### src/rtl/mem_port_arbiter_pkg.sv
// mem_port_arbiter_pkg
//   Shared types and encodings for the unified memory port arbiter:
//   FSM state encoding, DMwidth codes, transaction owner codes, byte-lane
//   geometry and the latched transaction payload.
package mem_port_arbiter_pkg;

  localparam int NUM_LANES = 4;
  localparam int LANE_W    = 8;
  localparam int DATA_W    = NUM_LANES * LANE_W;

  typedef enum logic [1:0] {
    ARB_IDLE  = 2'd0,
    ARB_ISSUE = 2'd1,
    ARB_WAIT  = 2'd2
  } arb_state_e;

  typedef enum logic {
    ARB_OWN_IF = 1'b0,
    ARB_OWN_LS = 1'b1
  } arb_own_e;

  // DMwidth codes; 2'b11 is illegal and rejected with ls_err
  localparam logic [1:0] MEM_W_BYTE = 2'b00;
  localparam logic [1:0] MEM_W_HALF = 2'b01;
  localparam logic [1:0] MEM_W_WORD = 2'b10;

  // Everything the port needs after the grant: the store side is already
  // encoded (be/wdata), the load side keeps what extract/extend needs.
  typedef struct packed {
    logic                 we;
    logic                 uns;
    logic [1:0]           width;
    logic [1:0]           off;
    logic [NUM_LANES-1:0] be;
    logic [DATA_W-1:0]    wdata;
  } arb_pay_t;

  function automatic logic ls_illegal(input logic [1:0] width, input logic [1:0] off);
    return (width == 2'b11) ||
           (width == MEM_W_HALF && off[0]) ||
           (width == MEM_W_WORD && off != 2'b00);
  endfunction

endpackage

### src/rtl/mem_port_arbiter_lsu_align.sv
// lsu_align
//   Purely combinational load/store lane logic for mem_port_arbiter.
//   Request side (live ls_* inputs, used in IDLE):
//     rq_we_i, rq_width_i, rq_off_i, rq_wdata_i -> rq_err_o, rq_be_o, rq_wdata_o
//   Load side (latched payload + memory word):
//     ld_width_i, ld_off_i, ld_uns_i, ld_rdata_i -> ld_data_o
module lsu_align
  import mem_port_arbiter_pkg::*;
(
  input  logic                 rq_we_i,
  input  logic [1:0]           rq_width_i,
  input  logic [1:0]           rq_off_i,
  input  logic [DATA_W-1:0]    rq_wdata_i,
  output logic                 rq_err_o,
  output logic [NUM_LANES-1:0] rq_be_o,
  output logic [DATA_W-1:0]    rq_wdata_o,
  input  logic [1:0]           ld_width_i,
  input  logic [1:0]           ld_off_i,
  input  logic                 ld_uns_i,
  input  logic [DATA_W-1:0]    ld_rdata_i,
  output logic [DATA_W-1:0]    ld_data_o
);

  logic [NUM_LANES-1:0][LANE_W-1:0] wd_in, wd_out, rd_in;
  logic [LANE_W-1:0]                ld_byte;
  logic [2*LANE_W-1:0]              ld_half;

  assign wd_in      = rq_wdata_i;
  assign rd_in      = ld_rdata_i;
  assign rq_wdata_o = wd_out;
  assign rq_err_o   = ls_illegal(rq_width_i, rq_off_i);

  // Per byte lane: enable and replicated store data. Loads enable all lanes
  // and carry no write data.
  for (genvar k = 0; k < NUM_LANES; k++) begin : g_lane
    localparam logic [1:0] LANE = 2'(k);
    logic sel;
    assign sel = (rq_width_i == MEM_W_WORD) ||
                 (rq_width_i == MEM_W_HALF && rq_off_i[1] == LANE[1]) ||
                 (rq_width_i == MEM_W_BYTE && rq_off_i == LANE);
    assign rq_be_o[k] = !rq_we_i || sel;
    assign wd_out[k]  = !rq_we_i                  ? '0 :
                        (rq_width_i == MEM_W_BYTE) ? wd_in[0] :
                        (rq_width_i == MEM_W_HALF) ? wd_in[k % 2] :
                                                     wd_in[k];
  end

  assign ld_byte = rd_in[ld_off_i];
  assign ld_half = ld_off_i[1] ? {rd_in[3], rd_in[2]} : {rd_in[1], rd_in[0]};

  always_comb begin
    ld_data_o = ld_rdata_i;
    case (ld_width_i)
      MEM_W_BYTE: ld_data_o = {{(DATA_W-LANE_W){!ld_uns_i && ld_byte[LANE_W-1]}}, ld_byte};
      MEM_W_HALF: ld_data_o = {{(DATA_W-2*LANE_W){!ld_uns_i && ld_half[2*LANE_W-1]}}, ld_half};
      default:    ld_data_o = ld_rdata_i;
    endcase
  end

endmodule

### src/rtl/mem_port_arbiter.sv
// mem_port_arbiter
//   Shares one memory port between instruction fetch (IF) and load/store (LS)
//   with a single outstanding transaction. IDLE grants combinationally,
//   ISSUE holds mem_req with the latched payload until mem_gnt, WAIT returns
//   the response to the owner on mem_rvalid.
//   Ports: clk_i, rst_ni (async, active low)
//     IF : if_req_i, if_addr_i -> if_gnt_o, if_rvalid_o, if_rdata_o
//     LS : ls_req_i, ls_we_i, ls_unsigned_i, ls_width_i, ls_addr_i, ls_wdata_i
//          -> ls_gnt_o, ls_err_o, ls_rvalid_o, ls_rdata_o
//     MEM: mem_req_o, mem_we_o, mem_addr_o, mem_be_o, mem_wdata_o
//          <- mem_gnt_i, mem_rvalid_i, mem_rdata_i
//   Optional: MEM_ARB_STARVE_EN gives IF the port after STARVE_MAX
//   consecutive LS grants made while IF was waiting; default is strict LS
//   priority.
module mem_port_arbiter
  import mem_port_arbiter_pkg::*;
#(
  parameter int ADDR_W     = 32,
  parameter int STARVE_MAX = 4
) (
  input  logic                 clk_i,
  input  logic                 rst_ni,
  input  logic                 if_req_i,
  input  logic [ADDR_W-1:0]    if_addr_i,
  output logic                 if_gnt_o,
  output logic                 if_rvalid_o,
  output logic [DATA_W-1:0]    if_rdata_o,
  input  logic                 ls_req_i,
  input  logic                 ls_we_i,
  input  logic                 ls_unsigned_i,
  input  logic [1:0]           ls_width_i,
  input  logic [ADDR_W-1:0]    ls_addr_i,
  input  logic [DATA_W-1:0]    ls_wdata_i,
  output logic                 ls_gnt_o,
  output logic                 ls_err_o,
  output logic                 ls_rvalid_o,
  output logic [DATA_W-1:0]    ls_rdata_o,
  output logic                 mem_req_o,
  output logic                 mem_we_o,
  output logic [ADDR_W-1:0]    mem_addr_o,
  output logic [NUM_LANES-1:0] mem_be_o,
  output logic [DATA_W-1:0]    mem_wdata_o,
  input  logic                 mem_gnt_i,
  input  logic                 mem_rvalid_i,
  input  logic [DATA_W-1:0]    mem_rdata_i
);

  if (STARVE_MAX < 1) begin : g_bad_starve
    $error("STARVE_MAX must be at least 1");
  end

  arb_state_e          state_q, state_d;
  arb_own_e            own_q, own_d;
  arb_pay_t            pay_q, pay_d;
  logic [ADDR_W-3:0]   waddr_q, waddr_d;   // word address only

  logic                ls_bad;
  logic [NUM_LANES-1:0] ls_be;
  logic [DATA_W-1:0]   ls_wdata_enc, ld_data;
  logic                if_wins;

  lsu_align u_align (
    .rq_we_i    (ls_we_i),
    .rq_width_i (ls_width_i),
    .rq_off_i   (ls_addr_i[1:0]),
    .rq_wdata_i (ls_wdata_i),
    .rq_err_o   (ls_bad),
    .rq_be_o    (ls_be),
    .rq_wdata_o (ls_wdata_enc),
    .ld_width_i (pay_q.width),
    .ld_off_i   (pay_q.off),
    .ld_uns_i   (pay_q.uns),
    .ld_rdata_i (mem_rdata_i),
    .ld_data_o  (ld_data)
  );

`ifdef MEM_ARB_STARVE_EN
  localparam int CNT_W = $clog2(STARVE_MAX + 1);
  logic [CNT_W-1:0] starve_q, starve_d;

  assign if_wins = (starve_q == CNT_W'(STARVE_MAX)) && if_req_i && ls_req_i;

  // Counts LS grants that overtook a waiting fetch; any IF grant clears it.
  always_comb begin
    starve_d = starve_q;
    if (if_gnt_o)
      starve_d = '0;
    else if (ls_gnt_o && if_req_i && starve_q != CNT_W'(STARVE_MAX))
      starve_d = starve_q + 1'b1;
  end

  always_ff @(posedge clk_i or negedge rst_ni) begin
    if (!rst_ni) starve_q <= '0;
    else         starve_q <= starve_d;
  end
`else
  assign if_wins = 1'b0;
`endif

  always_comb begin
    state_d     = state_q;
    own_d       = own_q;
    pay_d       = pay_q;
    waddr_d     = waddr_q;
    if_gnt_o    = 1'b0;
    if_rvalid_o = 1'b0;
    if_rdata_o  = '0;
    ls_gnt_o    = 1'b0;
    ls_err_o    = 1'b0;
    ls_rvalid_o = 1'b0;
    ls_rdata_o  = '0;
    mem_req_o   = 1'b0;
    mem_we_o    = 1'b0;
    mem_addr_o  = '0;
    mem_be_o    = '0;
    mem_wdata_o = '0;
    case (state_q)
      ARB_IDLE: begin
        // Grants are combinational from the requests, so gate them with the
        // reset input to keep every output low while reset is held.
        if (rst_ni) begin
          if (ls_req_i && !if_wins) begin
            // A rejected access still owns this cycle: IF waits for the next.
            if (ls_bad) begin
              ls_err_o = 1'b1;
            end else begin
              ls_gnt_o = 1'b1;
              own_d    = ARB_OWN_LS;
              waddr_d  = ls_addr_i[ADDR_W-1:2];
              pay_d    = '{we: ls_we_i, uns: ls_unsigned_i, width: ls_width_i,
                           off: ls_addr_i[1:0], be: ls_be, wdata: ls_wdata_enc};
              state_d  = ARB_ISSUE;
            end
          end else if (if_req_i) begin
            if_gnt_o = 1'b1;
            own_d    = ARB_OWN_IF;
            waddr_d  = if_addr_i[ADDR_W-1:2];
            pay_d    = '{we: 1'b0, uns: 1'b0, width: MEM_W_WORD,
                         off: if_addr_i[1:0], be: '1, wdata: '0};
            state_d  = ARB_ISSUE;
          end
        end
      end
      ARB_ISSUE: begin
        mem_req_o   = 1'b1;
        mem_we_o    = pay_q.we;
        mem_addr_o  = {waddr_q, 2'b00};
        mem_be_o    = pay_q.be;
        mem_wdata_o = pay_q.wdata;
        if (mem_gnt_i) state_d = ARB_WAIT;
      end
      ARB_WAIT: begin
        if (mem_rvalid_i) begin
          state_d = ARB_IDLE;
          if (own_q == ARB_OWN_LS) begin
            ls_rvalid_o = 1'b1;
            ls_rdata_o  = pay_q.we ? '0 : ld_data;
          end else begin
            if_rvalid_o = 1'b1;
            if_rdata_o  = mem_rdata_i;
          end
        end
      end
      default: state_d = ARB_IDLE;
    endcase
  end

  always_ff @(posedge clk_i or negedge rst_ni) begin
    if (!rst_ni) begin
      state_q <= ARB_IDLE;
      own_q   <= ARB_OWN_IF;
      pay_q   <= '0;
      waddr_q <= '0;
    end else begin
      state_q <= state_d;
      own_q   <= own_d;
      pay_q   <= pay_d;
      waddr_q <= waddr_d;
    end
  end

endmodule

### config.mk
export PLATFORM = sky130hd
export DESIGN_NAME = mem_port_arbiter
export DESIGN_NICKNAME = d
export VERILOG_FILES = /design/src/rtl/mem_port_arbiter_pkg.sv /design/src/rtl/mem_port_arbiter_lsu_align.sv /design/src/rtl/mem_port_arbiter.sv
export SDC_FILE = /design/constraint.sdc
export NUM_CORES = 1
export LEC_CHECK = 0
export BUFFER_PORTS_ARGS = -buffer_cell sky130_fd_sc_hd__buf_2
export CAP_MARGIN = 15
export CELL_PAD_IN_SITES_DETAIL_PLACEMENT = 0
export CELL_PAD_IN_SITES_GLOBAL_PLACEMENT = 1
export CORE_MARGIN = 2
export CORE_UTILIZATION = 34
export CTS_BUF_LIST = sky130_fd_sc_hd__clkbuf_16
export DETAILED_ROUTE_END_ITERATION = 8
export GPL_TIMING_DRIVEN = 0
export PLACE_DENSITY = 0.91
export SETUP_SLACK_MARGIN = 0.1
export SYNTH_ARGS = -nofsm -noshare
export SYNTH_HDL_FRONTEND = slang
export SYNTH_SLANG_ARGS = --single-unit
### constraint.sdc
create_clock -name clk_i -period 2.8 [get_ports clk_i]
set_input_delay 0.14 -clock clk_i [delete_from_list [all_inputs] [get_ports clk_i]]
set_output_delay 0.14 -clock clk_i [all_outputs]
set_load 0.02 [all_outputs]
# Word level (Yosys, flattened, before mapping)
# Index checks and enable logic that the tools add are counted.
[op_classes] n_lt_le_gt_ge=1 n_eq_ne=15 n_mux=59 bitwise=1 reduce_logical=32
[ops] operator="2-to-1 mux 32 bit" count=9
[ops] operator="2-to-1 mux 42 bit" count=3
[ops] operator="2-to-1 mux 30 bit" count=3
[ops] operator="2-to-1 mux 8 bit" count=10
[ops] operator="case mux 32 bit (2 select lines)" count=1
[ops] operator="2-to-1 mux 1 bit" count=23
[ops] operator="binary-select mux 8 bit (select 2 bit)" count=1
[ops] operator="2-to-1 mux 16 bit" count=1
[ops] operator="logical OR 1 bit" count=12
[ops] operator="2-to-1 mux 2 bit" count=6
[ops] operator="equality test 2 bit, second input constant" count=5
[ops] operator="logical AND 1 bit" count=10
[ops] operator="equality test 2 x 1 -> 1 bit, second input constant" count=4
[ops] operator="zero test 2 bit" count=4
[ops] operator="!= test 2 bit, second input constant" count=4
[ops] operator="!= test 3 bit, second input constant" count=2
[ops] operator="case mux 2 bit (3 select lines)" count=1
[ops] operator="AND reduction 5 bit" count=1
[ops] operator="2-to-1 mux 4 bit" count=1
[ops] operator="AND reduction 4 bit" count=1
[ops] operator="nonzero test 2 bit" count=2
[ops] operator="less-than comparator 2 x 3 -> 1 bit, second input constant" count=1
[ops] operator="zero test 1 bit" count=2
[ops] operator="inverter 1 bit" count=1
[word_totals] register_bits=75 inputBits=138 out_inout_bits=139 word_cells=117

# Longest topological paths before layout
[logic_depth] ltp_word=8 mapped_depth=8 ltp_nobuf=5

# Hierarchy
# From an unflattened synthesis, not the netlist that was laid out.
[hier_totals] cells_unflattened=635 hier_area_um2=5914.4
[modules_own_cells] mod="mem_port_arbiter" n_inst=1 cells_per_inst=436 area_each_um2=4568.1 seq_area_each_um2=1876.8
[modules_own_cells] mod="lsu_align" n_inst=1 cells_per_inst=199 area_each_um2=1346.3 seq_area_each_um2=0.0

# Worst setup path after synthesis
# OpenSTA, ideal clock, no wires.
[synth_timing] kind="reg2out" startpoint="reg state_q[0]" endpoint="out ls_rdata_o[14]" t_arrival_ns=1.739 required_time_ns=2.660 path_slack_ns=0.921 stages_incl_launch_ff=6 cell_sequence="dfrtp_1 -> nand4b_1 -> or2_2 -> clkbuf_1 -> buf_2 -> a221oi_1"
[synth_via] elab_chain_cells=2
[synth_rtl] item="from (decl)" line_no="mem_port_arbiter.sv:52" rtl="arb_state_e state_q, state_d;"
[synth_rtl] item="from (signal assigned)" line_no="mem_port_arbiter.sv:175" rtl="state_q <= state_d;"
[synth_rtl] item="equality test 2 bit" line_no="mem_port_arbiter.sv:117" rtl="case (state_q)"
[synth_rtl] item="2-to-1 mux 32 bit" line_no="mem_port_arbiter.sv:117"
[synth_rtl] item="to (decl)" line_no="mem_port_arbiter.sv:37" rtl="output logic [DATA_W-1:0] ls_rdata_o,"
# Every way passes these cells.

# Final worst setup path
[layout_timing] startpoint="reg state_q[0]" endpoint="out ls_rdata_o[15]"
# The elaborated chain is that of the path after synthesis.

==> impl_metrics.csv <==
group,metric,value,unit
status,result_of_the_run,"finished clean",
placed_design,dp_cells,995,
final_layout,post_route_cells_drive_above_1_share,0.388,
detailed_routing,detailroute.via_count,5082,
yosys,syn_area,4830,µm²
floorplanning,total_die_area,15200,µm²
clock_tree,htree_num_levels,3,
global_route,grt.overflow.total,0,
clock_tree,tritoncts_num_sinks,75,
critical_path,critical_path.endpoint_type,"primary output",
clock_tree,cts_made_buffers,9,
final_layout,syn_to_final_growth,40.4,%
detailed_routing,route.detailed.vias_per_inst,5.02,
final_layout,layout.nets,965,
detailed_routing,drc,0,
critical_path,worst-endpoint-arrival,2.27,ns
global_route,grt_pass1_wl,25100,µm
pwr,p_per_area,658,nW/µm²
timing,layout_worst_path_cycle_share,0.860,
detailed_routing,drt-wirelength-per-cell,16.8,µm
detailed_routing,drt-initial-drc-count,267,
yosys,synth.lib_cells_used.distinct,42,
timing,rsz_0062_raised_after_global_routing,"no",
critical_path,crit_path_max_fanout,10,
timing,worst_hold_slack,0.0296,ns
yosys,flops_latches_synth,75,
critical_path,crit_required,2.66,ns
timing,post-route-worst-setup-slack,0.392,ns
pwr,p_leak,3.77,nW
flow_run,max-cap-violations,0,
global_route,maximum_number_of_pins_on_one_net_before_global_route_repair,42,
clock_tree,tritoncts,"yes",
yosys,synthesis.area_per_instance,8.94,µm²
final_layout,final.fill_count,1410,
clock_tree,clkTransAtPathRegs,0.06,ns
timing,finalWorstPathRequiredPeriod,2.41,ns
timing,tns,0,ns
detailed_routing,routed_wirelength,17000,µm
timing,timing_hold_violations_final,0,
min_path,holdCritPathClass,"primary input to flop",
timing,finalSetupViolations,0,
floorplanning,top_level_ports,277,
final_layout,fin_cells,1013,
placed_design,numPortBuffers,273,
pwr,vdd_drop_max,0.348,mV
critical_path,worst-setup-path-type,"flop to primary output",
clock_tree,insertion_delay,0.33,ns
placed_design,pre_cts_slack,0.600,ns
timing,worst_pin_slew,0.853,ns
critical_path,startpoint_type,"flop",
timing,report.final.slew_viol_count,0,
timing,worst_slew_margin_rel,0.430,
global_route,global_route_total_usage_across_every_layer,0.214,
global_route,antenna_found_initial,0,
clock_tree,clk_root_buffer_cell,"clkbuf_16",
clock_tree,clock_path_buffers,2,
floorplanning,rows,43,
floorplanning,floorplan.die.height,123,µm
critical_path,setup.reg_to_reg.worst_slack,1.00,ns
placed_design,gp_congestion,0.874,
final_layout,layout.area.seq,1880,µm²
yosys,ys_warn_count,0,
min_path,holdPathStages,2,
yosys,synth-seq-area-share,0.389,
floorplanning,die_width,123,µm
floorplanning,core_region_area,13900,µm²
critical_path,reg2regPathDepth,7,
timing,clock.fmax,415,MHz
detailed_routing,drtPass1Iterations,5,
final_layout,multiInputGateArea,2630,µm²
yosys,post_synth_inst_count,540,
floorplanning,initial_utilization,0.348,
placed_design,hpwl_dp,13400,µm
detailed_routing,final_antenna_net_count,0,
global_route,number_of_global_route_vias_before_repair,4689,
timing,maximum_clock_skew_at_final_layout,0.00440,ns
state kept, by name, summed over array words and instances, names as in the netlist:
signal	cells
pay_q	42
waddr_q	30
state_q	2
own_q	1
stage by stage:
stage               area, µm²  power [mW]  utilization
floorplan                4830        2.64            -
global placement         6420        3.20        0.463
detailed placement       6440        3.24        0.464
CTS                      6770        4.49        0.488
global route             6780        4.74        0.488
finish                   6780        4.46        0.488
cell usage after synthesis:
| cell | number | share of area |
|---|---|---|
| inv_2 | 2 | 0.0016 |
| nor2_2 | 2 | 0.0026 |
| a21oi_2 | 1 | 0.0018 |
| mux2i_1 | 56 | 0.12 |
| buf_1 | 2 | 0.0016 |
| buf_2 | 16 | 0.017 |
| clkbuf_1 | 25 | 0.019 |
| a31oi_1 | 1 | 0.0013 |
| nand2_1 | 32 | 0.025 |
| nor3b_1 | 4 | 0.0062 |
| o22a_1 | 3 | 0.0054 |
| and2_1 | 99 | 0.13 |
| dfrtp_1 | 75 | 0.39 |
| nand4b_1 | 2 | 0.0036 |
| o221ai_4 | 1 | 0.0054 |
| a221oi_1 | 7 | 0.013 |
| o31ai_1 | 1 | 0.0016 |
| nor3b_4 | 1 | 0.0039 |
| mux2_2 | 2 | 0.0047 |
| nand2b_1 | 2 | 0.0026 |
| o21ai_1 | 3 | 0.0031 |
| o32a_1 | 1 | 0.0021 |
| a222oi_1 | 7 | 0.015 |
| or2_2 | 1 | 0.0013 |
| buf_6 | 2 | 0.0047 |
| buf_4 | 2 | 0.0031 |
| a22o_4 | 1 | 0.0036 |
| inv_1 | 27 | 0.021 |
| conb_1 | 1 | 0.00078 |
| nor2_1 | 9 | 0.0070 |
| o21bai_1 | 1 | 0.0016 |
| o2bb2ai_1 | 16 | 0.029 |
| o21ai_0 | 48 | 0.050 |
| a22o_1 | 16 | 0.029 |
| and4bb_4 | 1 | 0.0034 |
| o21ai_2 | 1 | 0.0018 |
| a21o_1 | 2 | 0.0031 |
| a21oi_1 | 19 | 0.020 |
| nor2b_1 | 8 | 0.010 |
| or2_1 | 1 | 0.0013 |
| nor3_1 | 4 | 0.0041 |
| nand3_1 | 35 | 0.036 |
critical path: stages, from the launching register on:
cell and delay, ns:
dfrtp_1 0.41, nand4b_1 0.25, or2_2 0.32, clkbuf_1 0.18, buf_2 0.23, nor3_1 0.31
buf_2 0.23
kinds of logic after synthesis:
group,count (synthesis),share of synthesized area
simple gates,201,0.236
compound gates,129,0.186
buf+inv,76,0.0679
flops,75,0.389
mux,58,0.121
other cells,1,0.000777
path summary, 6_finish.rpt:
path,start,end
max in group asynchronous,rst_ni,waddr_q[21]
worst max register to register,state_q[1],pay_q[4]
worst min register to register,pay_q[17],pay_q[17]
worst max-delay path,state_q[0],ls_rdata_o[15]
worst min-delay path,mem_rvalid_i,state_q[1]
min in group asynchronous,rst_ni,pay_q[29]
cells in the final DEF, fill, tap and decap left out, types with 16 or more instances in the layout:
cell type / count
clkbuf_1: 25
a22o_1: 16
a21oi_1: 19
and2_1: 99
o21ai_0: 48
inv_1: 27
buf_2: 288
nand3_1: 35
o2bb2ai_1: 16
nand2_1: 32
mux2i_1: 56
dfrtp_1: 75
timing repair:
item                                    in CTS  in global routing
resized for setup                            0                  1
endpoints found under the hold margin       34                  0
endpoints found under the setup margin       0                  1
hold buffers                                 1                  0
setup buffers                                0                  0
final cells by class:
cell class,instances,share of cell area
clock inverters,7,0.0135
inverters,29,0.0161
flip-flops and latches,75,0.277
plain buffers,47,0.0323
well taps,180,0.0332
diodes,1,0.000369
multi-input cells,390,0.388
clock buffers,9,0.0332
repair buffers,275,0.206
layer usage:
metal  track usage  vias to the layer above  wire, µm
met5             0                        -         0
li1              -                     2451         -
met3        0.0304                       18      1210
met2         0.396                      220      8630
met4        0.0668                        0       302
met1         0.255                     2393      6860
power breakdown:
group	total, mW	leakage (nW)	internal, mW	switching, mW
registers	1.57	0.958	1.40	0.170
logic	1.65	2.65	0.638	1.01
clock network	1.24	0.157	0.778	0.458
total	4.46	3.77	2.82	1.64
No activity file was read; power rests on OpenSTA's default activity.
